--- config.mk ---
export PLATFORM = sky130hd
export DESIGN_NAME = oam_dma
export DESIGN_NICKNAME = d
export VERILOG_FILES = /design/src/rtl/video_types.sv /design/src/rtl/oam_dma.sv
export SDC_FILE = /design/constraint.sdc
export NUM_CORES = 1
export LEC_CHECK = 0
export CORE_UTILIZATION = 41
export DETAILED_ROUTE_END_ITERATION = 6
export GPL_TIMING_DRIVEN = 0
export PLACE_DENSITY = 0.8
export REMOVE_ABC_BUFFERS = 1
export SKIP_LAST_GASP = 1
export SYNTH_ARGS = -nofsm -noshare
export SYNTH_HDL_FRONTEND = slang
export SYNTH_SLANG_ARGS = --single-unit
--- constraint.sdc ---
create_clock -name clk -period 2 [get_ports clk]
set_clock_uncertainty 0.1 [all_clocks]
set_input_delay 0.4 -clock clk [delete_from_list [all_inputs] [get_ports clk]]
set_output_delay 0.4 -clock clk [all_outputs]
set_load 0.02 [all_outputs]
--- src/rtl/video_types.sv ---
// video_types: shared video-subsystem constants and the OAM DMA state encoding
package video_types;
  localparam logic [15:0] OAM_LOC      = 16'hFE00;
  localparam int          OAM_SIZE     = 160;
  localparam logic [15:0] DMA_REG_ADDR = 16'hFF46;
  typedef enum logic [1:0] {IDLE, READ, CAPTURE, WRITE} dma_state_t;
endpackage

--- src/rtl/oam_dma.sv ---
// oam_dma: DataBus initiator copying XFER_LEN bytes from a CPU-selected page into OAM; optional OAM_DMA_RESTART_EN makes a busy register write restart the copy
module oam_dma
  import video_types::*;
#(
  parameter logic [15:0] OAM_BASE = OAM_LOC,
  parameter int          XFER_LEN = OAM_SIZE
) (
  input  logic        clk,
  input  logic        reset_n,
  input  logic        reg_we,
  input  logic [7:0]  reg_wdata,
  output logic [7:0]  reg_rdata,
  output logic        bus_req,
  input  logic        bus_gnt,
  output logic [15:0] m_addr,
  output logic        m_rd,
  output logic        m_wr,
  output logic [7:0]  m_wdata,
  input  logic [7:0]  m_rdata,
  output logic        busy
);
  localparam logic [7:0] LAST = 8'(XFER_LEN - 1);
  dma_state_t  r_state, w_next;
  logic [7:0]  r_idx, w_idx;
  logic [7:0]  r_hi, w_hi;
  logic [7:0]  r_data, r_reg;
  logic [15:0] r_addr;
  logic [7:0]  w_hi_in;
  logic        w_rd, w_wr;
  assign w_hi_in   = (reg_wdata > 8'hDF) ? reg_wdata - 8'h20 : reg_wdata;
  assign busy      = r_state != IDLE;
  assign bus_req   = busy;
  assign m_rd      = w_rd;
  assign m_wr      = w_wr;
  assign m_addr    = r_addr;
  assign m_wdata   = r_data;
  assign reg_rdata = r_reg;
  // state register
  always_ff @(posedge clk) begin
    if (!reset_n) r_state <= IDLE;
    else          r_state <= w_next;
  end
  // next state, index/source update and grant-qualified strobes
  always_comb begin
    w_next = r_state;
    w_idx  = r_idx;
    w_hi   = r_hi;
    w_rd   = 1'b0;
    w_wr   = 1'b0;
    case (r_state)
      IDLE: if (reg_we) begin
        w_next = READ;
        w_idx  = 8'h00;
        w_hi   = w_hi_in;
      end
      READ: if (bus_gnt) begin
        w_rd   = 1'b1;
        w_next = CAPTURE;
      end
      CAPTURE: w_next = WRITE;
      WRITE: if (bus_gnt) begin
        w_wr   = 1'b1;
        w_next = (r_idx == LAST) ? IDLE : READ;
        w_idx  = (r_idx == LAST) ? r_idx : r_idx + 8'h01;
      end
      default: w_next = IDLE;
    endcase
`ifdef OAM_DMA_RESTART_EN
    if (reg_we && r_state != IDLE) begin
      w_next = READ;
      w_idx  = 8'h00;
      w_hi   = w_hi_in;
    end
`endif
  end
  // datapath registers; address is prepared one edge ahead of the state that drives it
  always_ff @(posedge clk) begin
    if (!reset_n) begin
      r_idx  <= 8'h00;
      r_hi   <= 8'h00;
      r_data <= 8'h00;
      r_reg  <= 8'h00;
      r_addr <= 16'h0000;
    end else begin
      r_idx <= w_idx;
      r_hi  <= w_hi;
      if (reg_we) r_reg <= reg_wdata;
      if (r_state == CAPTURE && w_next == WRITE) r_data <= m_rdata;
      if (w_next != IDLE) r_addr <= (w_next == READ) ? {w_hi, w_idx} : OAM_BASE + {8'h00, w_idx};
    end
  end
endmodule

==> flow_summary.json <==
{
  "run_status": "finished with violations",
  "violations": "negative setup slack",
  "ys_async_sr_fraction": 0,
  "cts_inserted_buffers": 5,
  "coreArea_um2": 5240,
  "rows": 26,
  "tightestPinTransition_ns": 0.794,
  "drive_gt1_frac": 0.161,
  "synth-seq-cells": 50,
  "multi_input_area_um2": 1310,
  "period_share": 1.01,
  "grt_setup_unrepaired": "true",
  "cp_cell_sequence": "ha_4 > nor2b_4 > o32a_1 > o21ai_2 > nand3_1 > o311a_1",
  "routabilityCongestion": 0.859,
  "p_leak_nw": 1.21,
  "clk_latency_ns": 0.31,
  "final_cell_area_um2": 3160,
  "fin_nets": 324,
  "regArea_um2": 1010,
  "ff2ff_path_depth": 6,
  "maxCapViolations": 0,
  "min-delay-start": "m_addr[3]",
  "initial_core_util": 0.435,
  "netlist-cell-type-count": 44,
  "min_path_type": "flop to flop",
  "crit_arrival_ns": 2.11,
  "endpoint_kind": "flop",
  "power_density_nw_per_um2": 1220,
  "dp_hpwl_um": 3300,
  "vdd_drop_max_v": 0.000585,
  "die_w_um": 76.5,
  "vias_per_cell": 5.44,
  "r2r_start": "r_state[0]",
  "n_fill_cell": 446,
  "holdPathEnd": "m_addr[3]",
  "worst_slack_ns": -0.0152,
  "ant_nets": 0,
  "antenna_found_initial": 0,
  "gr-total-overflow": 0,
  "port_buffers": 55,
  "grt_util_all_layers": 0.183,
  "num_vias": 2009,
  "critPathLaunchType": "flop",
  "final-max-slew-violation-count": 0,
  "max_freq_mhz": 496,
  "synth_seq_area_share": 0.440,
  "crit_type": "flop to flop",
  "clockBufferDepth": 2,
  "synth_ff_type": "dfxtp_1",
  "drc": 0,
  "yosys_warnings": 0,
  "area_delta_synth_final_pct": 38.8,
  "routed_wl_um": 5700,
  "cts_hold_buf": 0,
  "numClockSinks": 50,
  "die_h_um": 76.5,
  "reg2reg_setup_slack_ns": -0.02,
  "final_util": 0.603,
  "htreeDepth": 2,
  "io_pins": 56,
  "first_pass_iters": 4,
  "clkTransAtPathRegs_ns": 0.09,
  "grt_max_degree": 54,
  "cts_tree": "built",
  "netlist_instances": 240,
  "die_area_um2": 5850,
  "relSlewSlack": 0.471,
  "avgSynthCellArea_um2": 9.48,
  "cp.required_ns": 2.09,
  "clockRootBuffer": "clkbuf_8",
  "fin_crit_ns": 2.02,
  "insertedDiodeCount": 0,
  "crit_slowest_cell": "dfxtp_4",
  "crit_path_max_incr_delay_ns": 0.39,
  "wl_per_cell_um": 15.4,
  "place_area_um2": 2830,
  "grt_pass1_wl_um": 8620,
  "grt_pass1_vias": 1873,
  "timing.rr.end": "m_addr[13]",
  "syn-cell-area_um2": 2280,
  "synth_edf_count": 0,
  "first_iter_violations": 114,
  "holdPathStages": 2,
  "hold_viol_final": 0,
  "critPathMaxFanout": 7,
  "setup-violations-final": 1
}
-- cells in the mapped netlist, types with 3 or more instances --
master    count  share of area
dfxtp_1      50           0.44
nor2b_1      27          0.074
mux2i_1      23           0.10
nand2_1      17          0.028
o21ai_0      10          0.022
a21oi_1       9          0.020
nand3_1       9          0.020
nor3_1        8          0.018
inv_1         7          0.012
buf_2         6          0.013
clkbuf_1      6         0.0099
ha_1          6          0.033
a21o_1        5          0.016
and2_1        5          0.014
nor2_1        5         0.0082
o21ai_1       5          0.011
o311a_1       5          0.022
a21boi_0      3         0.0099
nand4_1       3         0.0082
o31ai_1       3         0.0099
-- per-layer routing --
metal	share of wire	wire length, um	global-route usage	vias up
met2	0.48	2760	0.305	84
li1	-	-	-	966
met4	0.023	132	0.0808	0
met5	0	0	0	-
met1	0.42	2410	0.216	948
met3	0.071	404	0.0539	11
-- worst max path at each step --
| stage | startpoint | end | slack, ns | depth (start not counted) |
|---|---|---|---|---|
| floorplan | r_state[0] | m_addr[3] | -0.30 | 7 |
| global placement | reg_we | m_addr[5] | -1.22 | 6 |
| detailed placement | reg_we | m_addr[0] | -1.24 | 6 |
| CTS | r_state[0] | m_addr[7] | -0.07 | 6 |
| global route | r_state[0] | m_addr[15] | -0.08 | 8 |
| finish | r_state[0] | m_addr[13] | -0.02 | 6 |
-- logic make-up (layout without fill, tap and decap cells) --
logic type,count (synthesis),count (layout),share of synthesized area
fa+ha+maj,6,6,0.0330
flops,50,50,0.440
mux,23,23,0.101
simple gates,87,87,0.222
buf+inv,23,81,0.0495
compound gates,51,52,0.155
-- critical path, delay by kind of cell (launching register included) --
kind	cells	cell delay, ns
compound gates	3	0.91
simple gates	2	0.33
flops	1	0.39
fa+ha+maj	1	0.17
-- power breakdown --
part | internal (W) | switching [W] | leakage [nW] | total, W
Clock | 0.000248 | 0.000343 | 0.0452 | 0.000590
Sequential | 0.00116 | 0.000107 | 0.410 | 0.00127
Combinational | 0.000931 | 0.00107 | 0.750 | 0.00200
-- final cells by class --
type                       instances  share of cell area
clock buffer                       6              0.0230
clock inverter                     2             0.00436
inverter                           8              0.0103
multi-input combinational        168               0.415
sequential                        50               0.319
tap                               70              0.0277
timing repair buffer              65               0.200
-- flip-flops by register name (all words and copies together) (netlist names) --
signal	flops
m_addr	16
r_hi	8
reg_rdata	8
m_wdata	8
r_state	2
r_idx	8
-- placed cells by master, fill, tap and decap left out, types with 2 or more instances in the layout --
cell / instances
buf_6: 2
o21ai_2: 2
o21ai_0: 10
buf_4: 7
clkbuf_2: 2
o31ai_2: 2
and3_1: 2
ha_2: 2
nand3_1: 9
a21o_1: 5
ha_4: 3
a21boi_4: 2
nand4_1: 3
o311a_1: 5
inv_2: 2
clkdlybuf4s15_1: 3
nor2_1: 5
clkbuf_8: 5
o21ai_1: 2
clkdlybuf4s50_1: 48
dfxtp_4: 2
nand2_1: 16
nor3_1: 8
and2_1: 5
a21boi_0: 2
inv_1: 5
mux2i_1: 23
a21oi_1: 9
nor2b_1: 26
dfxtp_1: 48
-- stage by stage --
stage	total power (W)	TNS (ns)	hold slack, ns	worst slack [ns]	cells
2_1_floorplan	0.00219	-3.98	0.355	-0.297	225
3_3_place_gp	0.00272	-32.70	0.340	-1.22	350
3_5_place_dp	0.00274	-26.42	0.342	-1.24	350
4_1_cts	0.00362	-0.429	0.366	-0.0662	365
5_1_grt	0.00406	-0.510	0.397	-0.0800	369
6_report	0.00386	-0.0152	0.363	-0.0152	369
-- timing repair --
action                     CTS  global route
setup endpoints to repair   30            22
setup buffers                6             4
cloned                       1             0
gates resized for setup     22            27
pin swaps                    1             8
Note: power is estimated with default switching activity, not from simulation.
